### config.mk
export PLATFORM = sky130hd
export DESIGN_NAME = key_tick_gen
export DESIGN_NICKNAME = d
export VERILOG_FILES = /design/src/rtl/key_tick_gen.sv
export SDC_FILE = /design/constraint.sdc
export NUM_CORES = 1
export LEC_CHECK = 0
export ABC_AREA = 0
export CAP_MARGIN = 20
export CORE_AREA = 2 2 39 41
export DETAILED_ROUTE_END_ITERATION = 16
export DIE_AREA = 0 0 41 43
export PLACE_DENSITY = 0.65
export SYNTH_ARGS = -nofsm -noshare
export SYNTH_HDL_FRONTEND = slang
export SYNTH_SLANG_ARGS = --single-unit
### constraint.sdc
create_clock -name clk -period 1.15 [get_ports clk]
set_input_delay 0.23 -clock clk [delete_from_list [all_inputs] [get_ports clk]]
set_output_delay 0.23 -clock clk [all_outputs]
set_load 0.01 [all_outputs]
### src/rtl/key_tick_gen.sv
// Push-button conditioner: synchroniser, debounce, press/release pulses and a step tick.
// Optional macro KEY_TICK_AUTOREPEAT_EN adds hold-to-auto-repeat ticks (HOLD/REPEAT states).
//
//  state  | meaning
//  IDLE   | key released, waiting for a debounced press
//  HOLD   | key pressed, timing the initial repeat delay (or just held, without repeat)
//  REPEAT | key held past the delay, issuing periodic repeat ticks
module key_tick_gen #(
    parameter int SYNC_STAGES = 2,
    parameter int DEB_CYC     = 20,
    parameter int REP_DLY     = 500,
    parameter int REP_PER     = 100
) (
    input  logic clk,
    input  logic rst_n,
    input  logic key_i,
    output logic level_o,
    output logic press_o,
    output logic release_o,
    output logic tick_o,
    output logic repeat_o
);

    localparam int DEB_W = $clog2(DEB_CYC + 1);

    logic [SYNC_STAGES-1:0] sync_q, sync_d;
    logic [DEB_W-1:0]       deb_cnt_q, deb_cnt_d;
    logic                   level_q, level_d;
    logic                   press_q, press_d;
    logic                   release_q, release_d;
    logic                   tick_q, tick_d;
    logic                   s;

    // Level flips only after the mismatch has been counted through DEB_CYC cycles;
    // any cycle where s agrees with the level restarts the count.
    always_comb begin
        sync_d    = {sync_q[SYNC_STAGES-2:0], key_i};
        s         = sync_q[SYNC_STAGES-1];
        deb_cnt_d = '0;
        level_d   = level_q;
        press_d   = 1'b0;
        release_d = 1'b0;
        if (s != level_q) begin
            if (deb_cnt_q == DEB_W'(DEB_CYC)) begin
                level_d   = s;
                press_d   = s;
                release_d = ~s;
            end else begin
                deb_cnt_d = deb_cnt_q + DEB_W'(1);
            end
        end
    end

`ifdef KEY_TICK_AUTOREPEAT_EN
    typedef enum logic [1:0] {IDLE, HOLD, REPEAT} state_t;

    localparam int REP_MAX = (REP_DLY > REP_PER) ? REP_DLY : REP_PER;
    localparam int REP_W   = $clog2(REP_MAX);

    state_t           state_q, state_d;
    logic [REP_W-1:0] rep_cnt_q, rep_cnt_d;
    logic             repeat_q, repeat_d;

    // Release is checked first so it suppresses a repeat tick due on the same edge.
    always_comb begin
        state_d   = state_q;
        rep_cnt_d = rep_cnt_q;
        repeat_d  = repeat_q;
        tick_d    = 1'b0;
        case (state_q)
            IDLE: begin
                if (press_d) begin
                    state_d   = HOLD;
                    tick_d    = 1'b1;
                    rep_cnt_d = '0;
                    repeat_d  = 1'b0;
                end
            end
            HOLD: begin
                if (release_d) begin
                    state_d   = IDLE;
                    rep_cnt_d = '0;
                    repeat_d  = 1'b0;
                end else if (rep_cnt_q == REP_W'(REP_DLY - 1)) begin
                    state_d   = REPEAT;
                    tick_d    = 1'b1;
                    repeat_d  = 1'b1;
                    rep_cnt_d = '0;
                end else begin
                    rep_cnt_d = rep_cnt_q + REP_W'(1);
                end
            end
            REPEAT: begin
                if (release_d) begin
                    state_d   = IDLE;
                    rep_cnt_d = '0;
                    repeat_d  = 1'b0;
                end else if (rep_cnt_q == REP_W'(REP_PER - 1)) begin
                    tick_d    = 1'b1;
                    rep_cnt_d = '0;
                end else begin
                    rep_cnt_d = rep_cnt_q + REP_W'(1);
                end
            end
            default: begin
                state_d   = IDLE;
                rep_cnt_d = '0;
                repeat_d  = 1'b0;
            end
        endcase
    end

    always_ff @(posedge clk or negedge rst_n) begin
        if (!rst_n) begin
            state_q   <= IDLE;
            rep_cnt_q <= '0;
            repeat_q  <= 1'b0;
        end else begin
            state_q   <= state_d;
            rep_cnt_q <= rep_cnt_d;
            repeat_q  <= repeat_d;
        end
    end

    assign repeat_o = repeat_q;
`else
    typedef enum logic {IDLE, HOLD} state_t;

    state_t state_q, state_d;

    always_comb begin
        state_d = state_q;
        tick_d  = press_d;
        case (state_q)
            IDLE:    if (press_d)   state_d = HOLD;
            HOLD:    if (release_d) state_d = IDLE;
            default: state_d = IDLE;
        endcase
    end

    always_ff @(posedge clk or negedge rst_n) begin
        if (!rst_n) state_q <= IDLE;
        else        state_q <= state_d;
    end

    assign repeat_o = 1'b0;
`endif

    always_ff @(posedge clk or negedge rst_n) begin
        if (!rst_n) begin
            sync_q    <= '0;
            deb_cnt_q <= '0;
            level_q   <= 1'b0;
            press_q   <= 1'b0;
            release_q <= 1'b0;
            tick_q    <= 1'b0;
        end else begin
            sync_q    <= sync_d;
            deb_cnt_q <= deb_cnt_d;
            level_q   <= level_d;
            press_q   <= press_d;
            release_q <= release_d;
            tick_q    <= tick_d;
        end
    end

    assign level_o   = level_q;
    assign press_o   = press_q;
    assign release_o = release_q;
    assign tick_o    = tick_q;

endmodule

* Word level (Yosys, flattened, before mapping)
Cells that the tools add are included.
** Operators by class
- Add/subtract/negate cells :: 1
- Equality and inequality tests :: 2
- Mux-type cells :: 6
- Bitwise operators :: 1
- Reduce and logical (&&, ||, !) cells :: 1
** Operator list (count)
- two-way mux 5 bit :: 2
- adder 5 x 1 -> 5 bit, second input constant :: 1
- == test 5 bit, second input constant :: 1
- two-way mux 1 bit :: 4
- AND reduction 2 bit :: 1
- != test 1 bit :: 1
- inverter 1 bit :: 1
** Word-level totals
- Register bits :: 10
- Input port bits :: 3
- Output and inout port bits :: 5
- Word-level logic and storage cells :: 16

* Longest topological paths before layout
Gate-level depths: netlist of the first run.
- Word-level depth :: 3
- Gate-level depth with buffers :: 5
- Depth with buffers taken out :: 5

* Worst setup path before layout of the first run
Ideal clock, no wire load.
- Path type :: reg-to-reg
- From :: reg deb_cnt_q[0]
- To :: reg level_q, in the netlist level_o
- Data arrival time :: 1.040 ns
- Data required time :: 1.025 ns
- Slack :: -0.015 ns
- Cell stages (with the launch flop) :: 5
- Buffers on the path :: 0
- Clock period less this slack :: 1.165 ns
- Cells stage by stage :: dfrtp_1 inv_1 ha_1 nand4b_4 mux2_4
** On the way
- Longest elaborated chain between the ends :: 2
** RTL lines
- start: declaration :: line 27 : logic [DEB_W-1:0] deb_cnt_q, deb_cnt_d;
- start signal: assignment :: line 159 : deb_cnt_q <= deb_cnt_d;
- == test 5 bit :: line 44 : if (deb_cnt_q == DEB_W'(DEB_CYC)) begin
- AND reduction 2 bit (no source line)
- end signal: assignment :: line 160 : level_q <= level_d;
- end: declaration :: line 28 : logic level_q, level_d;
No other way between the ends.
A chain may end at the register's enable or synchronous reset.

* Worst setup path in the final report of the first run
Same ends and word-level chain as after synthesis.

==> flow_metrics.py, run 1 <==
metrics = {
    "timing": {
        "drv_slew": 0,
        "setup_ws_ns": -0.0238,
        "post-route-period-util_pct": 102,
        "fmax_mhz": 852,
        "holdWs_ns": 0.248,
        "finClkSkew_ns": 0.00140,
        "period_needed_ns": 1.17,
        "grt_setup_unrepaired": "yes",
        "finalSetupViolCount": 1,
        "fin_tns_setup_ns": -0.0238,
        "hold_viol_final": 0,
    },
    "worst_setup_path": {
        "crit_chain": "inv_1, ha_2, nand4b_4, mux2_4",
        "cp-end-kind": "flip-flop",
        "path_class": "reg -> reg",
        "cp_max_fo": 4,
        "startpoint_type": "flip-flop",
        "cp.arrival_ns": 1.32,
        "cp_slowest_stage_delay_ns": 0.38,
        "cp_data_required_time_ns": 1.30,
        "critPathSlowestCell": "dfrtp_1",
    },
    "synthesis": {
        "yosys.area.top_type": "dfrtp_1",
        "seq_area_frac_synth_pct": 58.8,
        "avgSynthCellArea_um2": 12.9,
        "synth-xor-area-share_pct": 8.24,
        "ys_types": 14,
        "synth_seq_cells": 10,
        "synth_compound_area_share_pct": 0,
        "synth.top_cell.area_share_pct": 58.8,
        "synth_area_um2": 425,
        "synthCells": 33,
        "synth_fa_ha_area_share_pct": 5.88,
        "ys_warn_count": 0,
        "synth_top_family_by_area": "simple AND/OR/NAND/NOR gates",
        "synth_mux_area_share_pct": 3.53,
        "synthSimpleGateAreaFrac_pct": 17.4,
        "netlist_top_cells_area": "dfrtp_1, xor2_1, ha_1",
        "synth_nets": 38,
    },
    "finish": {
        "multi_input_area_um2": 163,
        "layout.cells.non_filler": 61,
        "diodes": 0,
        "fin_nets": 51,
        "ff_latch_area_um2": 250,
        "fillCellCount": 129,
        "area_delta_synth_final_pct": 29.7,
        "drive_above_1_share_pct": 35.6,
    },
    "global_routing": {
        "grt_pass1_wl_um": 1150,
        "grt_max_degree": 11,
        "gr-total-overflow": 0,
        "grt.total_usage_pct": 10.6,
        "antenna_found_initial": 0,
        "grt_pass1_vias": 284,
    },
    "floorplan": {
        "start_util_pct": 30.7,
        "ios": 8,
        "row_count": 14,
        "die_width_um": 41,
        "fp.dieArea_um2": 1760,
        "die_h_um": 43,
        "core_um2": 1380,
    },
    "clock_tree": {
        "cts_tree": "yes",
        "clk_path_buf_depth": 2,
        "htreeDepth": 1,
        "cts.sinks": 10,
        "insertion_delay_ns": 0.26,
        "clkTransAtPathRegs_ns": 0.06,
        "cts_root_buffer": "clkbuf_4",
        "numCtsBuffers": 3,
    },
    "place": {
        "gp_congestion": 0.678,
        "dp_cells": 57,
        "numPortBuffers": 6,
    },
    "route": {
        "drt_pass1_iterations": 1,
        "drt_iter0_drc": 0,
        "drt-total-wl_um": 615,
        "vias_per_cell": 4.15,
        "final_antenna_net_count": 0,
        "remaining_drc_errors": 0,
        "vias": 253,
        "wl_per_cell_um": 10.1,
    },
    "worst_hold_path": {
        "hold_path.class": "in -> async",
    },
    "pwr": {
        "powerDensity_nw_per_um2": 1340,
        "ir_drop_v": 0.000529,
        "p_leak_nw": 0.281,
    },
    "run": {
        "drv_cap": 0,
    },
    "outcome": {
        "outcome": "complete, but fails checks",
        "violations": "negative setup slack",
    },
}
[state kept, by name, indices dropped and copies added, names as in the netlist]
register   flops
deb_cnt_q      5
sync_q         2
level_o        1
release_o      1
tick_o         1
[Yosys cell counts]
| master | instances |
|---|---|
| and2_1 | 1 |
| buf_4 | 2 |
| conb_1 | 1 |
| dfrtp_1 | 10 |
| ha_1 | 2 |
| inv_1 | 2 |
| mux2_4 | 1 |
| nand2_1 | 1 |
| nand3_1 | 2 |
| nand4b_4 | 1 |
| nor2_1 | 4 |
| nor3b_1 | 2 |
| xnor2_1 | 1 |
| xor2_1 | 3 |
[final cells by class]
type                            instances  share of cell area, %
Multi-Input combinational cell         19                   29.5
Inverter                                2                   1.36
Tap cell                               16                   3.63
Timing Repair Buffer                   10                   13.6
Sequential cell                        10                   45.4
Clock buffer                            4                   6.58
[stage by stage]
stage	power (mW)	setup WS (ns)	util (%)	instance area, um^2
final	0.738	-0.0238	39.9	552
after global routing	0.791	-0.0699	39.9	552
after CTS	0.759	-0.0337	40.4	559
after detailed placement	0.436	-0.0223	37.8	523
after global placement	0.434	-0.0128	37.8	523
after floorplan	0.407	-0.00927	-	428
[path summary, 6_finish.rpt]
check	startpoint	endpoint	slack, ns	cells after the start
setup / recovery	deb_cnt_q[0]	level_o	-0.02	4
hold / removal	rst_n	deb_cnt_q[2]	0.25	2
setup reg to reg	deb_cnt_q[0]	level_o	-0.02	4
hold reg to reg	sync_q[0]	sync_q[1]	0.35	0
max in group asynchronous	rst_n	release_o	0.76	2
min in group clk	sync_q[0]	sync_q[1]	0.35	0
[routing by layer]
layer  global-route usage, %  wire, um  vias to the layer above
li1                        -         -                      126
met1                    12.4       262                      117
met2                    13.4       294                        8
met3                    1.57        39                        2
met4                    14.0        19                        0
met5                       0         0                        -
[cell families after synthesis]
logic type / after synthesis
other cells: 1
simple gates: 11
flops: 10
buf+inv: 4
mux: 1
fa+ha+maj: 2
xor+xnor: 4
[worst max-delay path: cells and delay by family (launching register included)]
family                     cells  cell delay, ns
muxes                          1            0.31
adders and majority gates      1            0.18
DFF                            1            0.38
buffers and inverters          1            0.06
and+or+nand+nor                1            0.13
[cell usage in the layout (no fill, tap or decap), drive strengths merged, types with 2 or more instances in the layout]
cell type,n
buf,4
clkbuf,7
clkdlybuf4s50,2
dfrtp,10
ha,2
inv,2
nand3,2
nor2,4
nor3b,2
xor2,3
[timing repair]
action,4_1_cts,5_1_grt
pin swaps,1,0
endpoints found under the setup margin,6,8
hold buffers,0,0
gates resized for setup,7,6
setup buffers,0,0
gates cloned,0,0
[power breakdown]
group          switching (mW)  total [mW]  internal, mW
combinational          0.0264      0.0556        0.0292
clock                   0.117       0.309         0.192
sequential            0.00979       0.373         0.364
Power figures use the tool's default switching activity.
==> run 2, diff against run 1 <==
- SLEW_MARGIN: default -> 20
==> results of run 2 <==
The final DEF is identical to that of run 1; final timing and power are the same.
==> RTL change: new RTL, flow settings as in run 2 <==
Change the parameter `SYNC_STAGES` from 2 to 4.
--- a/src/rtl/key_tick_gen.sv
+++ b/src/rtl/key_tick_gen.sv
@@ -6,7 +6,7 @@
 //  HOLD   | key pressed, timing the initial repeat delay (or just held, without repeat)
 //  REPEAT | key held past the delay, issuing periodic repeat ticks
 module key_tick_gen #(
-    parameter int SYNC_STAGES = 2,
+    parameter int SYNC_STAGES = 4,
     parameter int DEB_CYC     = 20,
     parameter int REP_DLY     = 500,
     parameter int REP_PER     = 100
Behaviour: same outputs for any inputs over 10 cycles, from zero or initial values and one cycle with rst_n low; that may be too few to reach the edited logic, so the function may still have changed.
==> RTL change against run 2 <==
The flow still finishes with violations (negative setup slack); final area grew 13%; critical endpoint unchanged; routed wire length grew 12%; highest routed layer unchanged; non-clock buffer count is the same; sequential cell count grew 2; area after synthesis grew 12%; largest cell class unchanged; setup slack gained 0.012 ns; total power grew 14%; core utilization grew 5.1 points; critical path type unchanged.
==> RTL change: results (changes against run 2) <==
** Global routing
- GRT Resource Usage Total :: 10.8% (was 10.6%)
- Wire length of the first global-routing pass :: 1.18 mm (was 1.15 mm)
- The number of global-route vias before repair was 283 (was 284).
- Pin count of the biggest net entering global routing :: 13 (was 11)

** STA
- Skew final :: 0.00610 ns (was 0.00140 ns)
- Minimum setup slack in the final design :: -0.0115 ns (was -0.0238 ns)
- The total setup violations reported at the end of the flow was 1 (unchanged).
- The summed negative setup slack over all endpoints came to -0.0115 ns (was -0.0238 ns).

** Logic synthesis
- Synth cell count leaders: 12 x sky130_fd_sc_hd__dfrtp_1, 4 x sky130_fd_sc_hd__nor2_1, 3 x sky130_fd_sc_hd__xor2_1 (was 10 x sky130_fd_sc_hd__dfrtp_1, 4 x sky130_fd_sc_hd__nor2_1, 3 x sky130_fd_sc_hd__xor2_1).
- Sequential cell area fraction in the yosys report :: 63.2% (was 58.8%)
- The post-synth net total came to 40 (was 38).
- Most area-consuming cells after synthesis :: sky130_fd_sc_hd__dfrtp_1 63%, sky130_fd_sc_hd__xor2_1 5.5%, sky130_fd_sc_hd__ha_1 5.3% (was sky130_fd_sc_hd__dfrtp_1 59%, sky130_fd_sc_hd__xor2_1 6.2%, sky130_fd_sc_hd__ha_1 5.9%)

** Routing
- The average wire length per cell after detail routing is 11.0 µm (was 10.1 µm).
- The iteration count of the initial detailed-routing pass was 1 (unchanged).
- Routed vias/inst :: 4.22 (was 4.15)

** Placed design
- The final estimated routing congestion in global placement came to 0.775 (was 0.678).
- Placed Instance Area :: 573 µm² (was 523 µm²)

** Cells and area
- The proportion of layout cells with a drive suffix above 1 came to 34.0% (was 35.6%).
- Number of nets at the end of the flow :: 53 (was 51)
- Top flop regs: deb_cnt_q: 5 flops, sync_q: 4 flops (was deb_cnt_q: 5 flops, sync_q: 2 flops).
- The final-layout fill cell count was 135 (was 129).

** Power
- Leakage Power :: 0.307 nW (was 0.281 nW)
- The maximum vdd ir drop came to 0.000487 V (was 0.000529 V).

** Clock network
- Root buffer cell :: sky130_fd_sc_hd__clkbuf_4 (unchanged)
- The number of CTS-inserted buffers is 3 (unchanged).

** Status
- Status :: finished, violations left (unchanged)
- Failing checks: negative setup slack (unchanged).
==> RTL change: path summary, 6_finish.rpt <==
kind                                     end  cells past startpoint
worst max-delay path                 level_o                      4
worst max register to register       level_o                      4
worst min-delay path            deb_cnt_q[0]                      2
worst min register to register     sync_q[3]                      0
min in group clk                   sync_q[3]                      0
max in group asynchronous          sync_q[1]                      2
==> RTL change: kinds of logic after synthesis <==
logic type               after synthesis  synth area share (%)
XOR/XNOR                               4                  7.37
flip-flops                            12                  63.2
AND/OR/NAND/NOR                       11                  15.5
buffers and inverters                  4                  4.74
adder cells (fa/ha/maj)                2                  5.26
multiplexers                           1                  3.16
other                                  1                 0.789
==> RTL change: cell type report <==
class / count / area share [%]
multi-input cells: 19 / 28.6
clock buffers: 4 / 5.84
inverters: 2 / 1.21
well taps: 16 / 3.22
flip-flops and latches: 12 / 48.3
repair buffers: 10 / 12.9
==> RTL change: routing by layer <==
layer	vias to the layer above	wire (µm)	track usage [%]
li1	132	-	-
met2	8	328	14.7
met1	124	316	12.9
met4	0	19	10.0
met3	2	27	3.14
met5	-	0	0
==> RTL change: critical path, cell delays in order, from the launching register on <==
cell and delay [ns]:
sky130_fd_sc_hd__dfrtp_1 0.39, sky130_fd_sc_hd__inv_2 0.07, sky130_fd_sc_hd__ha_4 0.14, sky130_fd_sc_hd__nand4b_4 0.12, sky130_fd_sc_hd__mux2_4 0.31
==> RTL change: metrics by stage <==
step	worst slack [ns]	util [%]	cells	hold WS [ns]	power, mW
after floorplan	-0.00961	-	35	-0.0656	0.483
after global placement	-0.00818	41.4	59	0.335	0.512
after detailed placement	-0.0335	41.4	59	0.336	0.514
after CTS	-0.0156	44.9	63	0.253	0.856
after global routing	-0.0609	44.9	63	0.258	0.894
final	-0.0115	44.9	63	0.256	0.841
==> RTL change: repair_timing <==
| item | 4_1_cts | 5_1_grt |
|---|---|---|
| pin swaps | 1 | 0 |
| hold buffers | 0 | 0 |
| gates resized for setup | 12 | 3 |
| endpoints found under the setup margin | 6 | 5 |
| setup buffers | 0 | 0 |
==> RTL change: report_power, final <==
group,internal [mW],switching (mW),total [mW],leakage [nW]
sequential,0.437,0.0118,0.449,0.156
combinational,0.0356,0.0347,0.0702,0.130
clock,0.192,0.129,0.322,0.0210
